$ cat config.mk
export PLATFORM = sky130hd
export DESIGN_NAME = pong_score_keeper
export DESIGN_NICKNAME = d
export VERILOG_FILES = /design/src/rtl/pong_defs.sv /design/src/rtl/pong_score_keeper_seven_seg_mux.sv /design/src/rtl/pong_score_keeper.sv
export SDC_FILE = /design/constraint.sdc
export NUM_CORES = 1
export LEC_CHECK = 0
export CORE_MARGIN = 4
export CORE_UTILIZATION = 45
export DETAILED_ROUTE_END_ITERATION = 7
export PLACE_DENSITY = 0.68
export SLEW_MARGIN = 25
export SYNTH_ARGS = -nofsm -noshare
export SYNTH_HDL_FRONTEND = slang
export SYNTH_SLANG_ARGS = --single-unit
$ cat constraint.sdc
create_clock -name clk50M -period 5.73 [get_ports clk50M]
set_input_delay 0.573 -clock clk50M [delete_from_list [all_inputs] [get_ports clk50M]]
set_output_delay 0.573 -clock clk50M [all_outputs]
set_load 0.005 [all_outputs]
$ cat src/rtl/pong_defs.sv
// Shared pong definitions: FSM state encoding, 7-segment glyphs, BCD helpers,
// tone half-periods and geometry constants used by paddle and ball logic.
package pong_defs;

    // Score keeper FSM states (2-bit legacy encoding)
    localparam logic [1:0] ST_IDLE     = 2'd0;
    localparam logic [1:0] ST_PLAY     = 2'd1;
    localparam logic [1:0] ST_POINT    = 2'd2;
    localparam logic [1:0] ST_GAMEOVER = 2'd3;

    // Geometry shared with paddle and ball movement
    localparam int unsigned PADDLE_LENGTH = 64;
    localparam int unsigned BALL_SIZE     = 8;

    // Tone half-periods in clk50M cycles
    localparam int unsigned CLK_HZ            = 50_000_000;
    localparam int unsigned HIT_HALF_PERIOD   = CLK_HZ / 2000;   // 1 kHz square wave
    localparam int unsigned POINT_HALF_PERIOD = CLK_HZ / 1000;   // 500 Hz square wave

    // Segment order {g,f,e,d,c,b,a}, active-low
    localparam logic [6:0] SEG_BLANK = 7'h7F;

    function automatic logic [6:0] seg_glyph(input logic [3:0] n);
        logic [6:0] g;
        case (n)
            4'd0:    g = 7'h40;
            4'd1:    g = 7'h79;
            4'd2:    g = 7'h24;
            4'd3:    g = 7'h30;
            4'd4:    g = 7'h19;
            4'd5:    g = 7'h12;
            4'd6:    g = 7'h02;
            4'd7:    g = 7'h78;
            4'd8:    g = 7'h00;
            4'd9:    g = 7'h10;
            default: g = SEG_BLANK;
        endcase
        return g;
    endfunction

    // Two-digit BCD increment; 99 wraps to 00
    function automatic logic [7:0] bcd_inc(input logic [7:0] v);
        logic [7:0] r;
        if (v[3:0] == 4'd9) begin
            r[3:0] = 4'd0;
            r[7:4] = (v[7:4] == 4'd9) ? 4'd0 : v[7:4] + 4'd1;
        end else begin
            r[3:0] = v[3:0] + 4'd1;
            r[7:4] = v[7:4];
        end
        return r;
    endfunction

    function automatic logic [7:0] to_bcd(input int unsigned n);
        return {4'(n / 10), 4'(n % 10)};
    endfunction

endpackage

$ cat src/rtl/pong_score_keeper_seven_seg_mux.sv
// seven_seg_mux: time-multiplexes four BCD digits onto one active-low
// 7-segment display. digits = {d3,d2,d1,d0}; an[3] shows d3.
module seven_seg_mux
    import pong_defs::*;
#(
    parameter int unsigned REFRESH_DIV = 50000
) (
    input  logic        clk,
    input  logic        rst,
    input  logic [15:0] digits,
    output logic [6:0]  seg,
    output logic [3:0]  an
);

    localparam int unsigned CW = (REFRESH_DIV > 1) ? $clog2(REFRESH_DIV) : 1;
    localparam logic [CW-1:0] REFRESH_LAST = CW'(REFRESH_DIV - 1);

    logic [CW-1:0] refresh_cnt;
    logic [1:0]    digit_idx;
    logic          active;
    logic [3:0]    nibble;

    // Refresh counter; each wrap steps the digit index 3->2->1->0->3
    always_ff @(posedge clk or posedge rst) begin
        if (rst) begin
            refresh_cnt <= '0;
            digit_idx   <= '0;
            active      <= 1'b0;
        end else begin
            active <= 1'b1;
            if (refresh_cnt == REFRESH_LAST) begin
                refresh_cnt <= '0;
                digit_idx   <= digit_idx - 2'd1;
            end else begin
                refresh_cnt <= refresh_cnt + CW'(1);
            end
        end
    end

    // Digit enable and segment decode of the selected nibble; dark while in reset
    always_comb begin
        case (digit_idx)
            2'd3:    nibble = digits[15:12];
            2'd2:    nibble = digits[11:8];
            2'd1:    nibble = digits[7:4];
            default: nibble = digits[3:0];
        endcase
        an  = '1;
        seg = SEG_BLANK;
        if (active) begin
            an[digit_idx] = 1'b0;
            seg           = seg_glyph(nibble);
        end
    end

endmodule

$ cat src/rtl/pong_score_keeper.sv
// pong_score_keeper: frame edge detection, serve/point/game-over FSM, BCD
// scores and 7-segment display. Optional tone generator enabled by the
// PONG_SCORE_BEEP_EN macro; without it beep is tied low.
module pong_score_keeper
    import pong_defs::*;
#(
    parameter int unsigned WIN_SCORE    = 11,
    parameter int unsigned SERVE_FRAMES = 60,
    parameter int unsigned REFRESH_DIV  = 50000,
    parameter int unsigned BEEP_FRAMES  = 6
) (
    input  logic       clk50M,
    input  logic       reset,
    input  logic       endofframe,
    input  logic       miss_p1,
    input  logic       miss_p2,
    input  logic       collided,
    input  logic       serve_btn,
    output logic       serve_hold,
    output logic       game_over,
    output logic [7:0] score_p1,
    output logic [7:0] score_p2,
    output logic [6:0] seg,
    output logic [3:0] an,
    output logic       beep
);

    localparam logic [7:0] WIN_BCD    = to_bcd(WIN_SCORE);
    localparam logic [7:0] SERVE_LAST = 8'(SERVE_FRAMES - 1);

    logic [1:0] state;
    logic [7:0] frame_cnt;
    logic       endofframe_q;
    logic       miss_p1_q;
    logic       miss_p2_q;
    logic       frame_tick;
    logic       miss_p1_edge;
    logic       miss_p2_edge;

    assign frame_tick   = endofframe & ~endofframe_q;
    assign miss_p1_edge = frame_tick & miss_p1 & ~miss_p1_q;
    assign miss_p2_edge = frame_tick & miss_p2 & ~miss_p2_q;

    assign serve_hold = (state != ST_PLAY);
    assign game_over  = (state == ST_GAMEOVER);

    // Edge registers, FSM, frame counter and BCD scores
    always_ff @(posedge clk50M or posedge reset) begin
        if (reset) begin
            state        <= ST_IDLE;
            frame_cnt    <= '0;
            endofframe_q <= 1'b0;
            miss_p1_q    <= 1'b0;
            miss_p2_q    <= 1'b0;
            score_p1     <= '0;
            score_p2     <= '0;
        end else begin
            endofframe_q <= endofframe;
            // Sampled miss levels track every frame so a miss held across a
            // point does not score again when play resumes.
            if (frame_tick) begin
                miss_p1_q <= miss_p1;
                miss_p2_q <= miss_p2;
            end
            case (state)
                ST_IDLE: begin
                    if (frame_tick && serve_btn) state <= ST_PLAY;
                end
                ST_PLAY: begin
                    if (miss_p1_edge) begin
                        score_p2  <= bcd_inc(score_p2);
                        frame_cnt <= '0;
                        state     <= ST_POINT;
                    end else if (miss_p2_edge) begin
                        score_p1  <= bcd_inc(score_p1);
                        frame_cnt <= '0;
                        state     <= ST_POINT;
                    end
                end
                ST_POINT: begin
                    if (frame_tick) begin
                        if (frame_cnt == SERVE_LAST) begin
                            frame_cnt <= '0;
                            if (score_p1 == WIN_BCD || score_p2 == WIN_BCD)
                                state <= ST_GAMEOVER;
                            else
                                state <= ST_PLAY;
                        end else begin
                            frame_cnt <= frame_cnt + 8'd1;
                        end
                    end
                end
                default: begin
                    if (frame_tick && serve_btn) begin
                        score_p1 <= '0;
                        score_p2 <= '0;
                        state    <= ST_IDLE;
                    end
                end
            endcase
        end
    end

`ifdef PONG_SCORE_BEEP_EN
    logic        collided_q;
    logic        hit_edge;
    logic        point_edge;
    logic [7:0]  beep_left;
    logic [15:0] beep_half;
    logic [15:0] beep_cnt;
    logic        tone;

    assign hit_edge   = (state == ST_PLAY) & frame_tick & collided & ~collided_q;
    assign point_edge = (state == ST_PLAY) & (miss_p1_edge | miss_p2_edge);
    assign beep       = tone & (beep_left != 8'd0);

    // Tone generator; a point restarts the tone even over a running hit beep
    always_ff @(posedge clk50M or posedge reset) begin
        if (reset) begin
            collided_q <= 1'b0;
            beep_left  <= '0;
            beep_half  <= '0;
            beep_cnt   <= '0;
            tone       <= 1'b0;
        end else begin
            if (frame_tick) collided_q <= collided;
            if (point_edge) begin
                beep_left <= 8'(BEEP_FRAMES);
                beep_half <= 16'(POINT_HALF_PERIOD - 1);
                beep_cnt  <= '0;
                tone      <= 1'b1;
            end else if (hit_edge) begin
                beep_left <= 8'(BEEP_FRAMES);
                beep_half <= 16'(HIT_HALF_PERIOD - 1);
                beep_cnt  <= '0;
                tone      <= 1'b1;
            end else if (beep_left != 8'd0) begin
                if (beep_cnt == beep_half) begin
                    beep_cnt <= '0;
                    tone     <= ~tone;
                end else begin
                    beep_cnt <= beep_cnt + 16'd1;
                end
                if (frame_tick) beep_left <= beep_left - 8'd1;
            end else begin
                tone <= 1'b0;
            end
        end
    end
`else
    logic unused_collided;
    assign unused_collided = collided;
    assign beep = 1'b0;
`endif

    seven_seg_mux #(
        .REFRESH_DIV(REFRESH_DIV)
    ) u_mux (
        .clk    (clk50M),
        .rst    (reset),
        .digits ({score_p1, score_p2}),
        .seg    (seg),
        .an     (an)
    );

endmodule

# After elaboration in Yosys (flattened, before gate mapping)
# Memory sizes are Yosys's and may differ from the RTL's.
# Cells that the tools add are included.
classes:
  reduce_logical: 14
  n_addsub: 7
  muxes: 29
  order_cmp: 2
  bitwise: 10
  n_eq_ne: 24
op_table:
  columns: ["op", "count"]
  rows:
  - ["$mux 8", 10]
  - ["$pmux 8 s2", 3]
  - ["$add 16x1->16 const B", 1]
  - ["$add 4x1->4 const B", 4]
  - ["$eq 16x16->1 const B", 1]
  - ["$eq 4x4->1 const B", 4]
  - ["$eq 8x5->1 const B", 2]
  - ["$mux 16", 1]
  - ["$ne 2x2->1 const B", 8]
  - ["$mux 2", 7]
  - ["$mux 4", 3]
  - ["$pmux 4 s3", 1]
  - ["$reduce_and 5->1", 2]
  - ["$add 8x1->8 const B", 1]
  - ["$eq 2x2->1 const B", 4]
  - ["$eq 8x6->1 const B", 1]
  - ["$reduce_and 4->1", 2]
  - ["$mux 7", 1]
  - ["$pmux 2 s3", 1]
  - ["$reduce_and 3->1", 2]
  - ["$and 1x1->1", 5]
  - ["$eq 2x1->1 const B", 2]
  - ["$not 1->1", 4]
  - ["$not 4->4", 1]
  - ["other kinds (13)", 15]
totals:
  n_memories: 1
  word_cells: 99
  reg_bits: 48
  rom_bits: 112
mem_list:
  columns: ["name", "depth", "width", "rd", "rd_ports_with_merged_regs", "wr", "line_no", "text"]
  rows:
  - ["(no name shown)", 16, 7, 1, 0, 0, "pong_defs.sv:25", "case (n)"]

# Logic depth before layout (Yosys ltp)
# Gate-level depths: netlist of run 1.
depth:
  ltp_word: 7
  ltp_mapped: 8

# Modules after synthesis
# Synthesis of run 1 repeated with hierarchy kept, for this count alone.
hier_totals:
  cells_unflattened: 327
  area_unflattened_um2: 3004.1
modules_own_cells:
  columns: ["module", "n_inst", "area_per_inst_um2", "seq_area_each_um2", "cells_each"]
  rows:
  - ["pong_score_keeper", 1, 1757.9, 725.7, 194]
  - ["seven_seg_mux", 1, 1246.2, 475.5, 133]

# Worst setup path after synthesis of run 1
# OpenSTA, ideal clock, no wires.
synth_path:
  path_type: "register to output"
  start: "register u_mux.digit_idx[0]"
  end: "output port seg[1]"
  t_required_ns: 5.157
  t_arrival_ns: 1.954
  path_slack_ns: 3.203
  stages_incl_launch_ff: 8
  path_buffers: 1
  cell_sequence: "dfrtp_1 > inv_1 > ha_1 > clkbuf_1 > mux2i_1 > ha_1 > nor2b_1 > o21ai_0"
synth_via:
  elab_chain_cells: 4
synth_rtl:
  columns: ["item", "line_no", "text"]
  rows:
  - ["from (decl)", "pong_score_keeper_seven_seg_mux.sv:19", "logic [1:0] digit_idx;"]
  - ["from (signal assigned)", "pong_score_keeper_seven_seg_mux.sv:33", "digit_idx <= digit_idx - 2'd1;"]
  - ["$eq 2x1->1 / $eq 2x2->1 (equally long branches)", "pong_score_keeper_seven_seg_mux.sv:42", "case (digit_idx)"]
  - ["$pmux 4 s3 (*)", "pong_score_keeper_seven_seg_mux.sv:42", null]
  - ["$mem_v2 16x7 (*)", null, null]
  - ["$mux 7 (*)", "pong_score_keeper_seven_seg_mux.sv:50", "if (active) begin"]
  - ["to (decl)", "pong_score_keeper.sv:23", "output logic [6:0] seg,"]
# Every way passes the cells marked *; elsewhere a longest branch is shown, timed or not.

# Worst setup path after layout of run 1
# Ends and elaborated chain as after synthesis.

==> results.sh, run 1 <==
export IMPL_relSlewSlack=0.419
export IMPL_cp_start_kind="register"
export IMPL_grt_setup_unrepaired="false"
export IMPL_cts_buffers=5
export IMPL_crit_start="u_mux.digit_idx[0]$_DFFE_PP0N_"
export IMPL_antenna_cells=0
export IMPL_antenna_found_initial=0
export IMPL_syn_num_nets=342
export IMPL_slowest_delay_ns=0.52
export IMPL_wl_um=5890
export IMPL_die_area_um2=7870
export IMPL_worstSkewPairLatency_ns=0.29
export IMPL_synthTopCellsByCount="dfrtp_1, nand2_1, nor2_1"
export IMPL_syn_to_final_growth_pct=15.2
export IMPL_synth_warnings=0
export IMPL_end_kind="output port"
export IMPL_layout_setup_ws_ns=2.30
export IMPL_finClkSkew_ns=0.00963
export IMPL_start_util=0.462
export IMPL_drc=0
export IMPL_nNetsFinal=369
export IMPL_worstPathRequired_ns=5.16
export IMPL_path_max_fanout=6
export IMPL_cts_sinks=48
export IMPL_grt_pass1_wl_um=10100
export IMPL_pwr_density_cell_nw_per_um2=336
export IMPL_cp_slowest_cell="clkdlybuf4s50_1"
export IMPL_slew_viol_final=0
export IMPL_htree_levels=2
export IMPL_r2r_start="u_mux.refresh_cnt[5]$_DFF_PP0_"
export IMPL_path_cells="inv_1 > ha_1 > a222oi_1 > mux2i_1 > ha_1 > nor2b_1 > o21ai_0 > clkdlybuf4s50_1"
export IMPL_synth_top_area_frac=0.410
export IMPL_grt_pass1_vias=2172
export IMPL_worstSetupPathType="register to output port"
export IMPL_min_from="u_mux.refresh_cnt[0]$_DFF_PP0_"
export IMPL_outcome="finished, final reports clean"
export IMPL_synth_seq_cells=48
export IMPL_multiInputGateArea_um2=1580
export IMPL_synth_largest_area_cell="dfrtp_1"
export IMPL_postSynthAreaPerCell_um2=9.13
export IMPL_grt_usage=0.160
export IMPL_whs_endpoint="u_mux.refresh_cnt[0]$_DFF_PP0_"
export IMPL_drive_gt1_frac=0.0575
export IMPL_crit_top_cell="ha_1"
export IMPL_maxCapViolCount=0
export IMPL_tightest_slew_ns=0.847
export IMPL_arrival_ns=2.86
export IMPL_whs_path_depth=1
export IMPL_dp_slack_ns=2.57
export IMPL_cts_setup_buffers=0
export IMPL_layout_min_cycle_time_ns=3.43
export IMPL_synth_ff_type="dfrtp_1"
export IMPL_min_period_over_period=0.599
export IMPL_cts_path_max_buffers=2
export IMPL_cts_tree="done"
export IMPL_hpwl_um=4210
export IMPL_setup_violations=0
export IMPL_syn_area_um2=2930
export IMPL_rows=29
export IMPL_worstRegToRegCells=4
export IMPL_core_um2=6350
export IMPL_gp_congestion=0.832
export IMPL_r2r_end="u_mux.refresh_cnt[15]$_DFF_PP0_"
export IMPL_portBuffers=34
export IMPL_finalSetupTns_ns=0
export IMPL_ys_seq_area_frac=0.410
export IMPL_dr_pass1_iters=4
export IMPL_vdd_drop_max_mv=0.157
export IMPL_viasPerCell=5.49
export IMPL_fillers=580
export IMPL_synth_area_leaders="dfrtp_1, ha_1, xnor2_1, nand2_1, o21ai_0"
export IMPL_die_y_um=88.7
export IMPL_wl_per_cell_um=13.9
export IMPL_grt_max_degree=49
export IMPL_first_iter_violations=111
export IMPL_yosys_cell_types_count=55
export IMPL_ys_async_sr_fraction=1.00
export IMPL_cts_root_buf="clkbuf_8"
export IMPL_ios=37
export IMPL_path_clk_slew_ns=0.08
export IMPL_hold_class="register to register"
export IMPL_ant_nets=0
export IMPL_vias=2332
export IMPL_synth_most_common_cell="dfrtp_1"
export IMPL_r2r_setup_slack_ns=3.74
export IMPL_grt_ovfl_total=0
export IMPL_register_area_um2=1200
export IMPL_hold_viol_final=0
export IMPL_syn_inst=321
export IMPL_synth_edf_count=0
export IMPL_post_route_util=0.532
export IMPL_fmax_mhz=291
export IMPL_dieWidth_um=88.7
export IMPL_cts_hold_buffers=0
export IMPL_leakage_nw=1.46
export IMPL_ctsResizeCount=0
-- stage by stage --
step                power, mW  instances  hold slack, ns  instance area (um^2)
floorplan               0.763        321           0.445                  2930
global placement        0.933        418           0.469                  3290
detailed placement      0.939        418           0.474                  3290
CTS                      1.15        425           0.486                  3380
global route             1.23        425           0.516                  3380
finish                   1.14        425           0.481                  3380
-- metal layers --
layer / GRT usage / wire [um] / up-vias
li1: - / - / 1177
met1: 0.225 / 2900 / 1124
met2: 0.256 / 2760 / 29
met3: 0.0307 / 197 / 2
met4: 0.0371 / 29 / 0
met5: 0 / 0 / -
-- cell usage in the layout (no fill, tap or decap), drive strengths merged, types with 3 or more instances in the layout --
cell / synthesis / layout
a211oi: 3 / 3
a21oi: 10 / 10
a222oi: 4 / 4
and3: 5 / 5
clkbuf: 4 / 6
clkdlybuf4s50: 0 / 34
dfrtp: 48 / 48
ha: 14 / 14
inv: 19 / 18
mux2: 3 / 3
mux2i: 4 / 4
nand2: 32 / 32
nand2b: 5 / 5
nand3: 15 / 15
nand4: 5 / 5
nand4b: 3 / 3
nor2: 30 / 30
nor2b: 12 / 12
nor3: 4 / 4
nor4: 4 / 4
o21ai: 25 / 25
o31ai: 6 / 6
o41ai: 3 / 3
or3: 4 / 4
xnor2: 14 / 14
xor2: 6 / 6
-- where the power goes --
group          total [mW]  internal, mW  switching [mW]
Sequential          0.478         0.391          0.0873
Combinational       0.452         0.226           0.226
Clock               0.206        0.0964           0.109
-- final cells by class --
class / count / area share
Clock buffer: 6 / 0.0244
Clock inverter: 1 / 0.00259
Inverter: 19 / 0.0215
Multi-Input combinational cell: 240 / 0.467
Sequential cell: 48 / 0.356
Tap cell: 77 / 0.0285
Timing Repair Buffer: 34 / 0.101
-- worst max-delay path: cells and delay by family, from the launching register on --
kind / cells / cell delay, ns
compound gates: 2 / 0.30
simple gates: 1 / 0.12
fa+ha+maj: 2 / 0.62
flops: 1 / 0.40
mux: 1 / 0.46
buf+inv: 2 / 0.66
-- state kept, by name, summed over array words and instances, names as in the netlist --
register	cells
u_mux.active	1
miss_p1_q	1
state	2
u_mux.digit_idx	2
endofframe_q	1
score_p2	8
u_mux.refresh_cnt	16
frame_cnt	8
score_p1	8
miss_p2_q	1
-- worst max-delay path by stage --
stage,cells after the start,endpoint,slack (ns)
2_1_floorplan,7,seg[1],3.20
5_1_grt,8,seg[6],2.06
4_1_cts,8,seg[1],2.25
6_report,8,seg[1],2.30
3_3_place_gp,8,seg[1],2.61
3_5_place_dp,8,seg[1],2.57
-- cell families after synthesis --
group,synth area share
compound gates,0.162
fa+ha+maj,0.0598
buf+inv,0.0525
flops,0.410
other cells,0.00256
mux,0.0252
simple gates,0.229
xor+xnor,0.0598
No activity file was read; power rests on OpenSTA's default activity.
==> inputs of run 2 (changes only) <==
--- a/config.mk
+++ b/config.mk
@@ -8,7 +8,7 @@
 export CORE_MARGIN = 4
 export CORE_UTILIZATION = 45
 export DETAILED_ROUTE_END_ITERATION = 7
-export PLACE_DENSITY = 0.68
+export PLACE_DENSITY = 0.71
 export SLEW_MARGIN = 25
 export SYNTH_ARGS = -nofsm -noshare
 export SYNTH_HDL_FRONTEND = slang
==> constraint.sdc (replaced) <==
create_clock -name clk50M -period 3 [get_ports clk50M]
set_input_delay 0.3 -clock clk50M [delete_from_list [all_inputs] [get_ports clk50M]]
set_output_delay 0.3 -clock clk50M [all_outputs]
set_load 0.005 [all_outputs]
==> results.sh, run 2 (synthesis gave the netlist of run 1 again) <==
export IMPL_outcome="finished, final reports clean"
export IMPL_path_cells="inv_2 > ha_2 > a222oi_1 > mux2i_4 > and3_1 > o21ai_0 > clkdlybuf4s50_1"
export IMPL_cts_path_max_buffers=2
export IMPL_drc=0
export IMPL_largest_reg_flops=16
export IMPL_setup_violations=0
export IMPL_wl_per_cell_um=14.2
export IMPL_hold_class="primary input to async pin"
export IMPL_design_area_um2=3530
export IMPL_r2r_end="u_mux.refresh_cnt[15]$_DFF_PP0_"
export IMPL_core_um2=6350
export IMPL_cts_hold_buffers=0
export IMPL_critPathTopFamily="compound AO/OA/AOI/OAI gates"
export IMPL_placed_cell_area_um2=3330
export IMPL_hpwl_um=4520
export IMPL_htree_levels=2
export IMPL_viasPerCell=5.52
export IMPL_layout_min_cycle_time_ns=2.83
export IMPL_crit_buf_inv=2
export IMPL_ios=37
export IMPL_cts_sinks=48
export IMPL_dieWidth_um=88.7
export IMPL_final_cell_mix="dfrtp_1, nand2_1, nor2_1, clkdlybuf4s50_1, o21ai_0"
export IMPL_r2r_setup_slack_ns=0.98
export IMPL_cts_tree="done"
export IMPL_slew_viol_final=0
export IMPL_dr_pass1_iters=5
export IMPL_grt_pass1_wl_um=10800
export IMPL_start_util=0.462
export IMPL_vias=2411
export IMPL_cp_start_kind="register"
export IMPL_rows=29
export IMPL_path_clk_slew_ns=0.09
export IMPL_gp_congestion=0.857
export IMPL_portBuffers=34
export IMPL_die_area_um2=7870
export IMPL_syn_to_final_growth_pct=20.5
export IMPL_worstSkewPairLatency_ns=0.30
export IMPL_wl_um=6190
export IMPL_cts_root_buf="clkbuf_8"
export IMPL_end_kind="output port"
export IMPL_nNetsFinal=380
export IMPL_worstSetupPathType="register to output port"
export IMPL_leakage_nw=1.53
export IMPL_path_max_fanout=7
export IMPL_grt_max_degree=21
export IMPL_tightest_slew_ns=0.747
export IMPL_antenna_cells=0
export IMPL_first_iter_violations=74
export IMPL_min_period_over_period=0.943
export IMPL_worstPathRequired_ns=2.70
export IMPL_pwr_density_cell_nw_per_um2=655
export IMPL_vdd_drop_max_mv=0.342
export IMPL_fillers=559
export IMPL_r2r_start="u_mux.refresh_cnt[12]$_DFF_PP0_"
export IMPL_finalSetupTns_ns=0
export IMPL_grt_pass1_vias=2300
export IMPL_fmax_mhz=353
export IMPL_grt_ovfl_total=0
export IMPL_cp_slowest_cell="clkdlybuf4s50_1"
export IMPL_maxCapViolCount=0
export IMPL_arrival_ns=2.53
export IMPL_antenna_found_initial=0
export IMPL_finClkSkew_ns=0.00284
export IMPL_final_common_cell="dfrtp_1"
export IMPL_ant_nets=0
export IMPL_cts_buffers=5
export IMPL_relSlewSlack=0.498
export IMPL_grt_usage=0.172
export IMPL_slowest_delay_ns=0.53
export IMPL_hold_viol_final=0
export IMPL_grt_setup_unrepaired="false"
export IMPL_top_register="u_mux.refresh_cnt"
export IMPL_worstRegToRegCells=4
export IMPL_die_y_um=88.7
export IMPL_timing_hold_ws_ns=0.266
export IMPL_drive_gt1_frac=0.117
## run 2: cell types whose count changed in the layout (fill, tap and decap cells not counted), sizes merged
cell	change
clkinv	-2
bufinv	+1
dlygate4sd2	+3
clkinvlp	+1
inv	+2
clkdlybuf4s50	-6
dlymetal6s2s	+3
buf	+11
clkbuf	-1
## run 2: how the worst max path moves through the flow
stage | startpoint | end | slack (ns) | depth (start not counted)
finish | u_mux.digit_idx[1]$_DFFE_PP0N_ | seg[2] | 0.17 | 7
global route | u_mux.digit_idx[0]$_DFFE_PP0N_ | seg[6] | 0.02 | 9
CTS | u_mux.digit_idx[0]$_DFFE_PP0N_ | seg[0] | 0.02 | 8
detailed placement | u_mux.digit_idx[0]$_DFFE_PP0N_ | seg[6] | 0.12 | 7
global placement | u_mux.digit_idx[0]$_DFFE_PP0N_ | seg[4] | 0.22 | 7
floorplan | u_mux.digit_idx[0]$_DFFE_PP0N_ | seg[1] | 0.75 | 7
## run 2: per-layer routing
metal | wire length (um) | global-route usage | vias up
li1 | - | - | 1203
met2 | 2890 | 0.273 | 35
met3 | 182 | 0.0307 | 2
met1 | 3090 | 0.243 | 1171
met5 | 0 | 0 | -
met4 | 24 | 0.0412 | 0
## run 2: per-stage QoR
| step | power [mW] | setup WS [ns] | instances | util |
|---|---|---|---|---|
| floorplan | 1.46 | 0.746 | 321 | - |
| global placement | 1.81 | 0.224 | 424 | 0.525 |
| detailed placement | 1.83 | 0.116 | 424 | 0.525 |
| CTS | 2.32 | 0.0221 | 433 | 0.546 |
| global route | 2.49 | 0.0185 | 437 | 0.556 |
| finish | 2.31 | 0.170 | 437 | 0.556 |
## run 2: layout make-up
type / instances / area (um^2) / area share
flip-flops and latches: 48 / 1200 / 0.340
clock inverters: 3 / 46.3 / 0.0131
multi-input cells: 240 / 1620 / 0.459
repair buffers: 45 / 427 / 0.121
inverters: 19 / 71.3 / 0.0202
clock buffers: 5 / 68.8 / 0.0195
well taps: 77 / 96.3 / 0.0273
## run 2: power breakdown
group	total (mW)	switching [mW]	internal [mW]
Clock	0.474	0.223	0.251
Combinational	0.938	0.479	0.459
Sequential	0.900	0.154	0.747
## run 2: repair_timing
item                                    CTS  global route
buffers inserted                          1             4
pin swaps                                 1             2
gates resized for setup                  10             9
endpoints found under the setup margin    7             5
